--- src/rtl/biriscv_divider_seq_if.sv ---
// rtl/biriscv_divider_seq_if.sv - issue/writeback bundle between the pipeline and the sequential divider
interface biriscv_divider_seq_if;
   logic        opcode_valid_i;
   logic [31:0] opcode_opcode_i;
   logic [31:0] opcode_pc_i;
   logic        opcode_invalid_i;
   logic [4:0]  opcode_rd_idx_i;
   logic [4:0]  opcode_ra_idx_i;
   logic [4:0]  opcode_rb_idx_i;
   logic [31:0] opcode_ra_operand_i;
   logic [31:0] opcode_rb_operand_i;
   logic        writeback_valid_o;
   logic [31:0] writeback_value_o;
   logic        busy_o;

   modport master (
      output opcode_valid_i, opcode_opcode_i, opcode_pc_i, opcode_invalid_i,
      output opcode_rd_idx_i, opcode_ra_idx_i, opcode_rb_idx_i,
      output opcode_ra_operand_i, opcode_rb_operand_i,
      input  writeback_valid_o, writeback_value_o, busy_o
   );

   modport slave (
      input  opcode_valid_i, opcode_opcode_i, opcode_pc_i, opcode_invalid_i,
      input  opcode_rd_idx_i, opcode_ra_idx_i, opcode_rb_idx_i,
      input  opcode_ra_operand_i, opcode_rb_operand_i,
      output writeback_valid_o, writeback_value_o, busy_o
   );
endinterface

--- src/rtl/biriscv_divider_seq.sv ---
// rtl/biriscv_divider_seq.sv - radix-2 restoring DIV/DIVU/REM/REMU unit, fixed 34-cycle latency
module biriscv_divider_seq (
   input  logic                        clk_i,
   input  logic                        rst_i,
   biriscv_divider_seq_if.slave        div_if
);

   typedef enum logic [1:0] {
      STATE_IDLE = 2'd0,
      STATE_CALC = 2'd1,
      STATE_DONE = 2'd2
   } state_t;

   state_t      state_q;
   state_t      state_next;

   logic [4:0]  count_q;
   logic [31:0] quot_q;
   logic [31:0] rem_q;
   logic [31:0] divisor_q;
   logic        is_rem_q;
   logic        neg_quot_q;
   logic        neg_rem_q;

   logic        wb_valid_q;
   logic [31:0] wb_value_q;
   logic        busy_q;

   logic        busy_d;
   logic        wb_valid_d;
   logic        load_d;
   logic        step_d;

   // Decode
   logic [31:0] insn;
   logic        is_div_op;
   logic        op_signed;
   logic        op_rem;
   logic        accept;

   assign insn      = div_if.opcode_opcode_i;
   assign is_div_op = (insn[6:0] == 7'b0110011) && (insn[31:25] == 7'b0000001) && insn[14];
   assign op_signed = ~insn[12];
   assign op_rem    = insn[13];

   // The writeback cycle is already IDLE, so a pending pulse blocks acceptance.
   assign accept = (state_q == STATE_IDLE) && !wb_valid_q &&
                   div_if.opcode_valid_i && !div_if.opcode_invalid_i && is_div_op;

   logic [31:0] op_a;
   logic [31:0] op_b;
   logic [31:0] mag_a;
   logic [31:0] mag_b;

   assign op_a  = div_if.opcode_ra_operand_i;
   assign op_b  = div_if.opcode_rb_operand_i;
   assign mag_a = (op_signed && op_a[31]) ? (32'd0 - op_a) : op_a;
   assign mag_b = (op_signed && op_b[31]) ? (32'd0 - op_b) : op_b;

   logic unused_inputs;
   assign unused_inputs = ^{div_if.opcode_pc_i, div_if.opcode_rd_idx_i,
                            div_if.opcode_ra_idx_i, div_if.opcode_rb_idx_i,
                            insn[24:15], insn[11:7]};

   // One restoring step; a set bit 32 of the difference means the trial went negative.
   logic [32:0] shifted;
   logic [32:0] trial;

   assign shifted = {rem_q, quot_q[31]};
   assign trial   = shifted - {1'b0, divisor_q};

   logic [31:0] quot_final;
   logic [31:0] rem_final;
   logic [31:0] result;

   assign quot_final = neg_quot_q ? (32'd0 - quot_q) : quot_q;
   assign rem_final  = neg_rem_q  ? (32'd0 - rem_q)  : rem_q;
   assign result     = is_rem_q ? rem_final : quot_final;

   // FSM state register
   always_ff @(posedge clk_i or posedge rst_i) begin
      if (rst_i)
         state_q <= STATE_IDLE;
      else
         state_q <= state_next;
   end

   // FSM next-state logic
   always_comb begin
      state_next = state_q;
      case (state_q)
         STATE_IDLE: if (accept) state_next = STATE_CALC;
         STATE_CALC: if (count_q == 5'd0) state_next = STATE_DONE;
         STATE_DONE: state_next = STATE_IDLE;
         default:    state_next = STATE_IDLE;
      endcase
   end

   // FSM output logic
   always_comb begin
      load_d     = accept;
      step_d     = (state_q == STATE_CALC);
      wb_valid_d = (state_q == STATE_DONE);
      busy_d     = (state_next != STATE_IDLE) || (state_q == STATE_DONE);
   end

   // Datapath
   always_ff @(posedge clk_i or posedge rst_i) begin
      if (rst_i) begin
         count_q    <= 5'd0;
         quot_q     <= 32'd0;
         rem_q      <= 32'd0;
         divisor_q  <= 32'd0;
         is_rem_q   <= 1'b0;
         neg_quot_q <= 1'b0;
         neg_rem_q  <= 1'b0;
      end else if (load_d) begin
         count_q    <= 5'd31;
         quot_q     <= mag_a;
         rem_q      <= 32'd0;
         divisor_q  <= mag_b;
         is_rem_q   <= op_rem;
         // Division by zero leaves an all-ones quotient and |a| remainder,
         // which only come out right if the quotient is never negated.
         neg_quot_q <= op_signed && (op_a[31] ^ op_b[31]) && (op_b != 32'd0);
         neg_rem_q  <= op_signed && op_a[31];
      end else if (step_d) begin
         count_q <= count_q - 5'd1;
         if (!trial[32]) begin
            rem_q  <= trial[31:0];
            quot_q <= {quot_q[30:0], 1'b1};
         end else begin
            rem_q  <= shifted[31:0];
            quot_q <= {quot_q[30:0], 1'b0};
         end
      end
   end

   // Registered outputs
   always_ff @(posedge clk_i or posedge rst_i) begin
      if (rst_i) begin
         wb_valid_q <= 1'b0;
         wb_value_q <= 32'd0;
         busy_q     <= 1'b0;
      end else begin
         wb_valid_q <= wb_valid_d;
         busy_q     <= busy_d;
         if (wb_valid_d)
            wb_value_q <= result;
      end
   end

   assign div_if.writeback_valid_o = wb_valid_q;
   assign div_if.writeback_value_o = wb_value_q;
   assign div_if.busy_o            = busy_q;

endmodule

--- src/flat_wrapper.sv ---
// flat-port wrapper written by rule: the top's interface ports become plain ports
module biriscv_divider_seq_flat 
  (clk_i, rst_i, div_if_opcode_valid_i, div_if_opcode_opcode_i, div_if_opcode_pc_i, div_if_opcode_invalid_i, div_if_opcode_rd_idx_i, div_if_opcode_ra_idx_i, div_if_opcode_rb_idx_i, div_if_opcode_ra_operand_i, div_if_opcode_rb_operand_i, div_if_writeback_valid_o, div_if_writeback_value_o, div_if_busy_o);
  biriscv_divider_seq_if div_if_i ();
  input  logic clk_i;
  input  logic rst_i;
  input wire logic [$bits(div_if_i.opcode_valid_i)-1:0] div_if_opcode_valid_i;
  input wire logic [$bits(div_if_i.opcode_opcode_i)-1:0] div_if_opcode_opcode_i;
  input wire logic [$bits(div_if_i.opcode_pc_i)-1:0] div_if_opcode_pc_i;
  input wire logic [$bits(div_if_i.opcode_invalid_i)-1:0] div_if_opcode_invalid_i;
  input wire logic [$bits(div_if_i.opcode_rd_idx_i)-1:0] div_if_opcode_rd_idx_i;
  input wire logic [$bits(div_if_i.opcode_ra_idx_i)-1:0] div_if_opcode_ra_idx_i;
  input wire logic [$bits(div_if_i.opcode_rb_idx_i)-1:0] div_if_opcode_rb_idx_i;
  input wire logic [$bits(div_if_i.opcode_ra_operand_i)-1:0] div_if_opcode_ra_operand_i;
  input wire logic [$bits(div_if_i.opcode_rb_operand_i)-1:0] div_if_opcode_rb_operand_i;
  output wire logic [$bits(div_if_i.writeback_valid_o)-1:0] div_if_writeback_valid_o;
  output wire logic [$bits(div_if_i.writeback_value_o)-1:0] div_if_writeback_value_o;
  output wire logic [$bits(div_if_i.busy_o)-1:0] div_if_busy_o;
  assign div_if_i.opcode_valid_i = div_if_opcode_valid_i;
  assign div_if_i.opcode_opcode_i = div_if_opcode_opcode_i;
  assign div_if_i.opcode_pc_i = div_if_opcode_pc_i;
  assign div_if_i.opcode_invalid_i = div_if_opcode_invalid_i;
  assign div_if_i.opcode_rd_idx_i = div_if_opcode_rd_idx_i;
  assign div_if_i.opcode_ra_idx_i = div_if_opcode_ra_idx_i;
  assign div_if_i.opcode_rb_idx_i = div_if_opcode_rb_idx_i;
  assign div_if_i.opcode_ra_operand_i = div_if_opcode_ra_operand_i;
  assign div_if_i.opcode_rb_operand_i = div_if_opcode_rb_operand_i;
  assign div_if_writeback_valid_o = div_if_i.writeback_valid_o;
  assign div_if_writeback_value_o = div_if_i.writeback_value_o;
  assign div_if_busy_o = div_if_i.busy_o;
  biriscv_divider_seq u_core (.clk_i(clk_i), .rst_i(rst_i), .div_if(div_if_i));
endmodule
--- config.mk ---
export PLATFORM = sky130hd
export DESIGN_NAME = biriscv_divider_seq_flat
export DESIGN_NICKNAME = d
export VERILOG_FILES = /design/src/rtl/biriscv_divider_seq_if.sv /design/src/rtl/biriscv_divider_seq.sv /design/src/flat_wrapper.sv
export SDC_FILE = /design/constraint.sdc
export NUM_CORES = 1
export LEC_CHECK = 0
export BUFFER_PORTS_ARGS = -buffer_cell sky130_fd_sc_hd__clkbuf_2
export CAP_MARGIN = 25
export CORE_MARGIN = 5
export CORE_UTILIZATION = 54
export CTS_CLUSTER_DIAMETER = 30
export CTS_CLUSTER_SIZE = 14
export DETAILED_ROUTE_END_ITERATION = 8
export PLACE_DENSITY_LB_ADDON = 0.2
export SLEW_MARGIN = 20
export SYNTH_ARGS = -nofsm -noshare
export SYNTH_HDL_FRONTEND = slang
export SYNTH_SLANG_ARGS = --single-unit
export TNS_END_PERCENT = 5
--- constraint.sdc ---
create_clock -name clk_i -period 6.45 [get_ports clk_i]
set_input_delay 0.3225 -clock clk_i [delete_from_list [all_inputs] [get_ports clk_i]]
set_output_delay 0.3225 -clock clk_i [all_outputs]
set_load 0.02 [all_outputs]
Yosys cells after proc, flatten, opt, wreduce, memory -nomap -nowiden --
Cells that the tools add are included.
Word-level totals: bits of input ports 147, output and inout port bits 34, logic and storage cells 57, register bits 140
Cells by class: mux-type cells 16, reductions and logical operators 18, add/subtract/negate cells 6, bitwise logic cells 2, equality and inequality tests 4
Operators with widths (number):
- two-way mux 32 bit | 10
- subtractor 1 x 32 -> 32 bit (first input constant) | 4
- subtractor 33 x 32 -> 33 bit | 1
- nonzero test 32 bit | 1
- logical AND 1 bit | 10
- two-way mux 5 bit | 2
- equality test 7 x 1 -> 1 bit (second input constant) | 1
- equality test 7 x 6 -> 1 bit (second input constant) | 1
- logical NOT 5 bit | 1
- subtractor 5 x 1 -> 5 bit (second input constant) | 1
- two-way mux 2 bit | 2
- one-hot mux 2 bit (2 select lines) | 1
- nonzero test 2 bit | 2
- equality test 2 x 1 -> 1 bit (second input constant) | 1
- equality test 2 bit (second input constant) | 1
- logical NOT 1 bit | 2
- logical NOT 2 bit | 1
- logical OR 1 bit | 1
- two-way mux 1 bit | 1
- NOT 1 bit | 1
- bitwise XOR 1 bit | 1

Depth between registers and ports, before layout --
depth after elaboration 9, depth in mapped cells 12, depth with buffers taken out 11

Least setup slack after synthesis --
Ideal clock, no wire load.
path kind reg-to-reg, from reg u_core.rem_q[18], to reg u_core.rem_q[31], buffers on the path 2, required time 6324 ps, cell stages (with the launch flop) 12, data arrival time 3104 ps, setup slack 3220 ps, path through dfrtp_1 -> ha_1 -> clkbuf_1 -> a2111oi_0 -> o21ai_1 -> a21o_1 -> a31o_2 -> or4_1 -> o211ai_2 -> buf_2 -> nor4b_1 -> a311o_1
On the way: cells in the longest elaborated chain, start to end 4
RTL lines:
- start, declared | RTL line biriscv_divider_seq.sv:19 | logic [31:0] rem_q;
- start signal, assigned | RTL line biriscv_divider_seq.sv:130 | rem_q <= trial[31:0];
- start signal, assigned | RTL line biriscv_divider_seq.sv:133 | rem_q <= shifted[31:0];
- subtractor 33 x 32 -> 33 bit | RTL line biriscv_divider_seq.sv:70 | assign trial = shifted - {1'b0, divisor_q};
- two-way mux 32 bit | RTL line biriscv_divider_seq.sv:129 | if (!trial[32]) begin
- two-way mux 32 bit | RTL line biriscv_divider_seq.sv:127 | end else if (step_d) begin
- two-way mux 32 bit | RTL line biriscv_divider_seq.sv:117 | end else if (load_d) begin
Every way passes these cells. The select of a mux whose other input is x is not followed. A chain may end at the register's enable or synchronous reset.

Worst setup path after layout --
from reg u_core.rem_q[18], to reg u_core.rem_q[1]
The elaborated chain is that of the path after synthesis.

==> results.md <==
- RSZ-0062 raised after global routing: false
- Total track usage: 25.1%
- # IOs: 181
- Max VDD drop: 307 µV
- Post-layout util: 62.5%
- Critical Path AT: 4610 ps
- Max clock buf depth: 2
- Synthesis-to-layout area growth: 13.7%
- IO Port Bufs: 118
- First-pass GRT wire length: 45,700 µm
- Footprint of the multi-input gates: 6340 µm²
- Clk pin slew, worst setup/hold paths: 60 ps
- Layout cells sized above 1: 13.8%
- Slew margin rel.: 29.5%
- CTS Buf Count: 17
- Fin crit share: 66.3%
- Combinational share of power: 45.5%
- Initial DRC count: 719
- Antenna violations before repair: 0
- Fill cells: 1,650
- Postcts setup bufs: 0
- FF+latch count, synth: 140
- Dpl hpwl: 20,100 µm
- Starting density of the core: 55.0%
- Die X: 148 µm
- Total chip power: 4.72 mW
- Nets: 1,524
- Setup WS pre-CTS: 2280 ps
- Finished Cell Area: 11,700 µm²
- R2r startpoint: u_core.rem_q[18]
- Final TNS setup: 0 ps
- Synth Area per Inst: 8.19 µm²
- Sequential cell area: 3500 µm²
- Internal: 2.68 mW
- Sequential-to-total area share from yosys stat: 34.1%
- CTS resizes: 0
- Final hold violations: 0
- Slew Limit Fails: 0
- Antenna cells: 0
- DRC: 0
- Cell Count Post-Placement: 1,551
- Post-Synthesis Cell Area: 10,300 µm²
- Largest net degree at the start of global routing: 78
- Via count: 9,592
- Hold_buf cts: 1
- Launch point of the worst path: u_core.rem_q[18]
- Min-delay worst type: in -> reg
- Ys async rst share: 100%
- F_max: 0.234 GHz
- Clk network pwr share: 21.4%
- Flop pwr share: 33.1%
- Final Worst Setup Slack: 2180 ps
- P_sw: 2.04 mW
- EDFF count, synth: 0
- Hold_sp: div_if_opcode_opcode_i[13]
- Fin Hold WS: 125 ps
- Cell Area, Placed: 11,000 µm²
- DIE AREA: 21,900 µm²
- Synth cell types: 66
- Maximum fanout along the worst path: 32
- First-pass detailed-route iteration total: 5
- Final Setup Violations: 0
- Post-Syn Instances: 1,256
- Overflow after GRT: 0
- WL/cell: 17.1 µm
- Status: finished, final reports clean
- Row count: 50
- Number of global-route vias before repair: 9,438
- Final Routed Wirelength: 27,200 µm
- Worst Max-Slew Pin Slew: 1060 ps
- Vias per inst: 6.05
- ANT nets after route: 0
- CP startpoint kind: register
- Power Density: 404 nW/µm²
- Gpl congestion: 0.902
- Root Buffer: clkbuf_16
- Max Cap Violations: 0
- P_leak: 4.98 nW
- Critical path required time: 6790 ps
- Die Y: 148 µm
- Core box area: 18,700 µm²
- Clk_lat worst skew: 430 ps
- Final cell count without fillers: 1,586
- CTS tree: yes
- Kind of critical path: reg -> reg
- Syn nets: 1,441
- Main synth FF type: dfrtp_1
- Setup Skew: 7.79 ps
- Net switching fraction of the power: 43.3%
- Tmin final: 4270 ps
- Clk sinks: 140
- H-tree depth: 4
- Synth Warn #: 0
- Element type at the critical path end: register
[critical path: stages (launching register included)]
cell       delay, ps
dfrtp_1          480
ha_1             430
a2111oi_0        450
o21ai_1          170
a21o_1           230
a31o_2           230
or4_1            450
o211ai_4         810
buf_4            400
mux2_2           360
o21ai_0          160
[placed cells by master (no fill, tap or decap), types with 6 or more instances in the layout]
cell type	instances
nor2_1	64
o21a_1	6
xor2_1	75
nand4_1	8
o311ai_0	6
o31ai_1	26
nand3_1	38
and3_1	7
mux2i_1	19
nand2_1	162
clkbuf_16	17
clkbuf_2	118
o41ai_1	15
dfrtp_1	140
xnor2_1	70
a22oi_1	34
buf_4	9
ha_1	37
nor4_1	16
or3_1	7
inv_1	57
nor3_1	15
a21o_1	11
nand2b_1	16
or4_1	15
o21ai_0	169
a21oi_1	74
[cell families after synthesis]
logic type      share of synthesized area, %
buf+inv                                 4.59
compound gates                          24.1
fa+ha+maj                               4.70
simple gates                            18.1
mux                                     2.07
flops                                   34.1
xor+xnor                                12.3
[path summary, 6_finish.rpt]
kind	to	slack, ps	depth (start not counted)
max in group asynchronous	u_core.quot_q[18]	4750	5
worst max-delay path	u_core.rem_q[1]	2180	10
worst min-delay path	u_core.is_rem_q	120	3
worst min register to register	u_core.state_q[1]	470	1
min in group asynchronous	u_core.divisor_q[3]	520	3
worst max register to register	u_core.rem_q[1]	2180	10
[flip-flops by register name, indices dropped and copies added, names as in the netlist]
signal	count
u_core.count_q	5
u_core.div_if.writeback_value_o	32
u_core.div_if.busy_o	1
u_core.neg_rem_q	1
u_core.neg_quot_q	1
u_core.rem_q	32
u_core.divisor_q	32
u_core.div_if.writeback_valid_o	1
u_core.is_rem_q	1
u_core.state_q	2
u_core.quot_q	32
[layout make-up]
type                            instances  area share [%]
Clock buffer                           21            3.94
Clock inverter                         11            1.22
Inverter                               58            1.90
Multi-Input combinational cell        991            54.2
Sequential cell                       140            30.0
Tap cell                              234            2.50
Timing Repair Buffer                  131            6.25
[per-layer routing]
| metal | part of all wire (%) | up-vias | GRT usage, % |
|---|---|---|---|
| met5 | 0 | - | 0 |
| met4 | 2.1 | 0 | 7.58 |
| met3 | 4.8 | 49 | 3.99 |
| met2 | 49 | 258 | 42.7 |
| met1 | 44 | 4590 | 32.9 |
| li1 | - | 4695 | - |
[synthesized netlist by cell type (5+ instances only)]
library cell	count	share of area [%]
nand4_1	8	0.49
dfrtp_1	140	34
and3_1	7	0.43
nand2_1	162	5.9
nand3_1	38	1.8
a31oi_1	5	0.30
or3_1	7	0.43
ha_1	37	4.5
o221ai_1	5	0.43
nand2b_1	17	1.0
mux2i_1	19	1.8
a21oi_1	74	3.6
xnor2_1	70	6.0
nor3_1	15	0.73
nor3b_1	5	0.37
or2_2	5	0.30
inv_1	58	2.1
nor4_1	16	0.97
or4_1	15	1.1
a21o_1	11	0.80
o21a_1	6	0.44
o311ai_0	6	0.51
a211oi_1	5	0.37
xor2_1	75	6.4
o41ai_1	15	1.3
nor2_1	66	2.4
clkbuf_1	65	2.4
o31ai_1	26	1.9
a22oi_1	34	2.5
o21ai_0	169	8.2
[power by group through the flow]
| stage | clock [mW] | sequential [mW] | combinational, mW |
|---|---|---|---|
| 2_1_floorplan | 0 | 1.52 | 1.55 |
| 3_3_place_gp | 0 | 1.56 | 2.08 |
| 3_5_place_dp | 0 | 1.57 | 2.12 |
| 4_1_cts | 1.02 | 1.55 | 2.14 |
| 5_1_grt | 1.06 | 1.61 | 2.41 |
| 6_report | 1.01 | 1.56 | 2.15 |
(Power assumes the default switching activity.)
